===== src/rtl/loss_pkg.sv =====
// Shared definitions for the loss batch accumulator: loss width, default batch size, FSM states.
package loss_pkg;

   localparam int LOSS_W         = 46;
   localparam int BATCH_LOG2_DEF = 3;

   typedef enum logic [1:0] {
      IDLE  = 2'd0,
      ACCUM = 2'd1,
      DONE  = 2'd2
   } loss_state_e;

endpackage


===== src/rtl/loss_batch_acc_if.sv =====
// Sample stream, batch control and result channel of loss_batch_acc.
interface loss_batch_acc_if #(
   parameter int BATCH_LOG2 = loss_pkg::BATCH_LOG2_DEF
);

   localparam int LOSS_W = loss_pkg::LOSS_W;
   localparam int ACC_W  = LOSS_W + BATCH_LOG2;

   logic                  start_i;
   logic                  loss_valid_i;
   logic [LOSS_W-1:0]     loss_i;
   logic                  busy_o;
   logic [BATCH_LOG2:0]   cnt_o;
   logic [ACC_W-1:0]      sum_o;
   logic [LOSS_W-1:0]     mean_o;
   logic [LOSS_W-1:0]     max_o;
   logic                  mean_valid_o;
   logic                  mean_ready_i;

   // Result transfers on a rising edge where mean_valid_o && mean_ready_i; once raised,
   // mean_valid_o and all result fields hold until that edge. loss_valid_i has no ready:
   // a sample is taken whenever the block is accumulating, and ignored otherwise.
   modport master (
      output start_i, loss_valid_i, loss_i, mean_ready_i,
      input  busy_o, cnt_o, sum_o, mean_o, max_o, mean_valid_o
   );

   modport slave (
      input  start_i, loss_valid_i, loss_i, mean_ready_i,
      output busy_o, cnt_o, sum_o, mean_o, max_o, mean_valid_o
   );

endinterface


===== src/rtl/loss_max_trk.sv =====
// Registered running maximum with synchronous clear.
module loss_max_trk #(
   parameter int W = 46
) (
   input  logic         clk_i,
   input  logic         rst_i,
   input  logic         clr_i,
   input  logic         upd_i,
   input  logic [W-1:0] val_i,
   output logic [W-1:0] max_o
);

   logic [W-1:0] max_q;

   always_ff @(posedge clk_i) begin
      if (!rst_i) begin
         max_q <= '0;
      end else if (clr_i) begin
         max_q <= '0;
      end else if (upd_i && (val_i > max_q)) begin
         max_q <= val_i;
      end
   end

   assign max_o = max_q;

endmodule


===== src/rtl/loss_batch_acc.sv =====
// Accumulates 2^BATCH_LOG2 per-sample losses and hands the truncated mean to the controller.
// Define LOSS_BATCH_ACC_MAX_EN to also track the largest sample of the batch on max_o.
module loss_batch_acc
   import loss_pkg::*;
#(
   parameter int BATCH_LOG2 = BATCH_LOG2_DEF
) (
   input  logic            clk_i,
   input  logic            rst_i,
   loss_batch_acc_if.slave bus,
   output loss_state_e     state_o
);

   localparam int ACC_W = LOSS_W + BATCH_LOG2;
   localparam int CNT_W = BATCH_LOG2 + 1;
   localparam logic [CNT_W-1:0] CNT_LAST = CNT_W'((1 << BATCH_LOG2) - 1);

   loss_state_e      state_q, state_d;
   logic [ACC_W-1:0] sum_q;
   logic [CNT_W-1:0] cnt_q;
   logic             clr;
   logic             acc;

   always_comb begin
      state_d = state_q;
      clr     = 1'b0;
      acc     = 1'b0;
      case (state_q)
         IDLE: begin
            if (bus.start_i) begin
               state_d = ACCUM;
               clr     = 1'b1;
            end
         end
         ACCUM: begin
            // A restart wins over a sample arriving in the same cycle.
            if (bus.start_i) begin
               clr = 1'b1;
            end else if (bus.loss_valid_i) begin
               acc = 1'b1;
               if (cnt_q == CNT_LAST) state_d = DONE;
            end
         end
         DONE: begin
            if (bus.mean_ready_i) begin
               if (bus.start_i) begin
                  state_d = ACCUM;
                  clr     = 1'b1;
               end else begin
                  state_d = IDLE;
               end
            end
         end
         default: state_d = IDLE;
      endcase
   end

   always_ff @(posedge clk_i) begin
      if (!rst_i) begin
         state_q <= IDLE;
         sum_q   <= '0;
         cnt_q   <= '0;
      end else begin
         state_q <= state_d;
         if (clr) begin
            sum_q <= '0;
            cnt_q <= '0;
         end else if (acc) begin
            sum_q <= sum_q + ACC_W'(bus.loss_i);
            cnt_q <= cnt_q + 1'b1;
         end
      end
   end

   assign state_o          = state_q;
   assign bus.busy_o       = (state_q == ACCUM);
   assign bus.mean_valid_o = (state_q == DONE);
   assign bus.cnt_o        = cnt_q;
   assign bus.sum_o        = sum_q;
   // Dropping the low BATCH_LOG2 bits is the floor of sum / batch size.
   assign bus.mean_o       = sum_q[ACC_W-1:BATCH_LOG2];

`ifdef LOSS_BATCH_ACC_MAX_EN
   logic [LOSS_W-1:0] max_q;

   loss_max_trk #(
      .W (LOSS_W)
   ) u_max_trk (
      .clk_i (clk_i),
      .rst_i (rst_i),
      .clr_i (clr),
      .upd_i (acc),
      .val_i (bus.loss_i),
      .max_o (max_q)
   );

   assign bus.max_o = max_q;
`else
   assign bus.max_o = '0;
`endif

endmodule


===== src/flat_wrapper.sv =====
// flat-port wrapper written by rule: the top's interface ports become plain ports
module loss_batch_acc_flat import loss_pkg::*;
#(
   parameter int BATCH_LOG2 = BATCH_LOG2_DEF
)
  (clk_i, rst_i, state_o, bus_start_i, bus_loss_valid_i, bus_loss_i, bus_mean_ready_i, bus_busy_o, bus_cnt_o, bus_sum_o, bus_mean_o, bus_max_o, bus_mean_valid_o);
  loss_batch_acc_if #(.BATCH_LOG2(BATCH_LOG2)) bus_i ();
  input  logic clk_i;
  input  logic rst_i;
  output loss_state_e state_o;
  input wire logic [$bits(bus_i.start_i)-1:0] bus_start_i;
  input wire logic [$bits(bus_i.loss_valid_i)-1:0] bus_loss_valid_i;
  input wire logic [$bits(bus_i.loss_i)-1:0] bus_loss_i;
  input wire logic [$bits(bus_i.mean_ready_i)-1:0] bus_mean_ready_i;
  output wire logic [$bits(bus_i.busy_o)-1:0] bus_busy_o;
  output wire logic [$bits(bus_i.cnt_o)-1:0] bus_cnt_o;
  output wire logic [$bits(bus_i.sum_o)-1:0] bus_sum_o;
  output wire logic [$bits(bus_i.mean_o)-1:0] bus_mean_o;
  output wire logic [$bits(bus_i.max_o)-1:0] bus_max_o;
  output wire logic [$bits(bus_i.mean_valid_o)-1:0] bus_mean_valid_o;
  assign bus_i.start_i = bus_start_i;
  assign bus_i.loss_valid_i = bus_loss_valid_i;
  assign bus_i.loss_i = bus_loss_i;
  assign bus_i.mean_ready_i = bus_mean_ready_i;
  assign bus_busy_o = bus_i.busy_o;
  assign bus_cnt_o = bus_i.cnt_o;
  assign bus_sum_o = bus_i.sum_o;
  assign bus_mean_o = bus_i.mean_o;
  assign bus_max_o = bus_i.max_o;
  assign bus_mean_valid_o = bus_i.mean_valid_o;
  loss_batch_acc #(.BATCH_LOG2(BATCH_LOG2)) u_core (.clk_i(clk_i), .rst_i(rst_i), .bus(bus_i), .state_o(state_o));
endmodule

===== config.mk =====
export PLATFORM = sky130hd
export DESIGN_NAME = loss_batch_acc_flat
export DESIGN_NICKNAME = d
export VERILOG_FILES = /design/src/rtl/loss_pkg.sv /design/src/rtl/loss_batch_acc_if.sv /design/src/rtl/loss_max_trk.sv /design/src/rtl/loss_batch_acc.sv /design/src/flat_wrapper.sv
export SDC_FILE = /design/constraint.sdc
export NUM_CORES = 1
export LEC_CHECK = 0
export ABC_AREA = 0
export BUFFER_PORTS_ARGS = -buffer_cell sky130_fd_sc_hd__buf_4
export CAP_MARGIN = 10
export CORE_UTILIZATION = 51
export CTS_BUF_LIST = sky130_fd_sc_hd__clkbuf_8
export DETAILED_ROUTE_END_ITERATION = 10
export MAX_ROUTING_LAYER = met4
export PLACE_DENSITY_LB_ADDON = 0.15
export SETUP_SLACK_MARGIN = 0.15
export SLEW_MARGIN = 20
export SYNTH_ARGS = -nofsm -noshare
export SYNTH_HDL_FRONTEND = slang
export SYNTH_HIERARCHICAL = 1
export SYNTH_SLANG_ARGS = --single-unit

===== constraint.sdc =====
create_clock -name clk_i -period 4.4 [get_ports clk_i]
set_input_delay 0.88 -clock clk_i [delete_from_list [all_inputs] [get_ports clk_i]]
set_output_delay 0.88 -clock clk_i [all_outputs]
set_load 0.01 [all_outputs]

==> impl_metrics.csv <==
group,metric,value,unit
logic_synthesis,ys_top_cells_by_count,"buf_4, nand2_1, a21oi_1",
worst_setup_path,worstSetupPathType,"in2reg",
logic_synthesis,syn-instance-count,669,
timing,fin_crit_sh,0.807,
worst_hold_path,hold_path.class,"reg2reg",
route,met1_length,5580,µm
global_routing,grt_max_degree,51,
logic_synthesis,ys_types,69,
timing,setup_tns,0,ps
layout,finalCoreUtilization,0.603,
route,met2_length,6010,µm
cts,clk_pin_slew,120,ps
die,die_x,102,µm
worst_setup_path,crit_required,4600,ps
cts,cts_buffers,5,
logic_synthesis,yosys_warnings,6,
die,start_util,0.524,
layout,final_nets,859,
outcome,status,"finished clean",
global_routing,antenna_found_initial,0,
logic_synthesis,async_reset_ff_frac,0,
global_routing,grt_pass1_vias,4368,
logic_synthesis,synth_area_leaders,"dfxtp_1, buf_4, ha_1",
route,post-route-drc-count,0,
timing,maxSlewHeadroom,0.323,
cts,cts_sinks,55,
route,wire_per_inst,13.7,µm
worst_setup_path,end_kind,"flop",
logic_synthesis,synth_edf_count,0,
route,dr.max_layer_used,"met4",
logic_synthesis,synth_top_area_frac,0.216,
cts,ctsResizeCount,0,
route,vias_per_cell,5.34,
worst_setup_path,critPathLaunchType,"input port",
die,die_y,102,µm
die,die_area,10400,µm²
route,met3_length,614,µm
route,ant_nets,0,
timing,worstMarginPinSlew,1020,ps
logic_synthesis,yosysSeqAreaShare,0.216,
flow_run,drv_cap,0,
placed_design,hpwl,9520,µm
worst_setup_path,crit_arrival,3750,ps
logic_synthesis,synth_area_per_cell,7.62,µm²
timing,setup_violations,0,
die,boundaryPins,200,
cts,h-tree-depth,2,
power_and_ir_drop,vdd_ir_drop_max,0.132,mV
logic_synthesis,synth_seq_cells,55,
logic_synthesis,yosysTopAreaCell,"dfxtp_1",
global_routing,gr-total-overflow,0,
global_routing,grt_usage,0.240,
cts,cts-root-buf,"clkbuf_8",
power_and_ir_drop,p_per_area,180,nW/µm²
route,num_vias,4771,
die,core,9730,µm²
timing,layout_min_cycle_time,3550,ps
layout,antenna-diode-count,0,
cts,cts_tree,"built",
cts,ctsHoldBuffers,0,
layout,drive_above_1_share,0.235,
timing,skew,12.2,ps
power_and_ir_drop,p_leak,2.76,nW
logic_synthesis,synth_top_flop_cell,"dfxtp_1",
timing,max_freq,282,MHz
placed_design,gp_congestion,0.866,
die,row_count,36,
layout,fillers,926,
timing,rsz0062_at_grt,"false",
route,dr.pass1.iters,7,
cts,clk_latency,310,ps
logic_synthesis,netlist_area,5100,µm²
timing,hold_violations,0,
layout,syn_to_final_growth,15.2,%
cts,post_cts_buffers,0,
route,drtIter0Drc,133,
global_routing,grt_pass1_wl,19700,µm
placed_design,port_buffers,153,
route,routed_wl,12300,µm
timing,drv_slew,0,
cts,cts_buffer_depth,2,
worst_setup_path,crit_fanout,5,
[final cells by class]
class                      instances  area (µm²)  share of cell area
multi-input combinational        534        3310               0.564
timing repair buffer             155        1160               0.198
sequential                        55        1100               0.188
tap                              133         166              0.0283
clock buffer                       5        68.8              0.0117
inverter                           9        33.8             0.00575
clock inverter                     3        28.8             0.00490
[cells by family after synthesis]
group | after synthesis | synth area share
multiplexers | 1 | 0.00196
other | 1 | 0.000736
AND/OR/NAND/NOR | 215 | 0.197
XOR/XNOR | 40 | 0.0687
buffers and inverters | 125 | 0.169
AO/OA/AOI/OAI | 184 | 0.227
adder cells (fa/ha/maj) | 48 | 0.119
flip-flops | 55 | 0.216
[state kept, by name, summed over array words and instances, names as in the netlist]
register,flops
u_core/bus.cnt_o,4
u_core/state_o,2
u_core/bus.sum_o,49
[per-stage QoR]
step           setup slack, ps  instances  power, mW  hold slack [ps]  cell area [µm²]
2_1_floorplan             1090        714      0.717              496             5270
3_3_place_gp               786        886      0.757              468             5770
3_5_place_dp               576        886      0.760              476             5770
4_1_cts                    914        894       1.07              491             5870
5_1_grt                    637        894       1.12              519             5870
6_report                   850        894       1.06              484             5870
[layer usage]
| layer | vias to the layer above | global-route usage |
|---|---|---|
| li1 | 2413 | - |
| met1 | 2200 | 0.298 |
| met2 | 152 | 0.423 |
| met3 | 6 | 0.0239 |
| met4 | 0 | 0.0462 |
| met5 | - | - |
[worst paths after layout]
path	endpoint	cells after the start	start	slack, ps
setup / recovery	u_core/bus.sum_o[42]	12	bus_loss_i[0]	850
hold / removal	u_core/bus.sum_o[0]	2	u_core/bus.sum_o[0]	480
setup reg to reg	u_core/bus.sum_o[42]	11	u_core/bus.sum_o[0]	1190
hold reg to reg	u_core/bus.sum_o[0]	2	u_core/bus.sum_o[0]	480
[worst max-delay path, stage by stage]
cell and delay (ps):
buf_4 110, ha_1 230, fa_1 440, a211oi_1 400, o21ai_1 150, nand2b_1 200, o221a_2 270, a2111oi_2 70
nor2_1 270, o21bai_2 120, a2111oi_0 480, o31ai_1 120
[cell usage in the layout (no fill, tap or decap), types with 4 or more instances in the layout]
cell / count
or4_1: 5
o21bai_1: 5
or3_1: 5
nor2b_1: 5
xnor2_1: 25
dfxtp_1: 55
nand2_1: 95
a211oi_1: 11
a31oi_1: 6
nand4_1: 10
nand3_1: 20
xor2_1: 15
clkbuf_8: 5
a21o_1: 17
conb_1: 46
nor2_1: 43
buf_4: 155
o21ai_0: 17
nand2b_1: 5
nor3_1: 7
o21a_1: 7
o211ai_1: 4
a21oi_1: 72
o21ai_1: 18
ha_1: 47
inv_1: 9
[power breakdown]
group          leakage [nW]  internal, mW  switching, mW
combinational          2.27         0.100          0.140
clock                0.0502         0.119          0.190
sequential            0.444         0.504        0.00699
No activity file was read; power rests on OpenSTA's default activity.
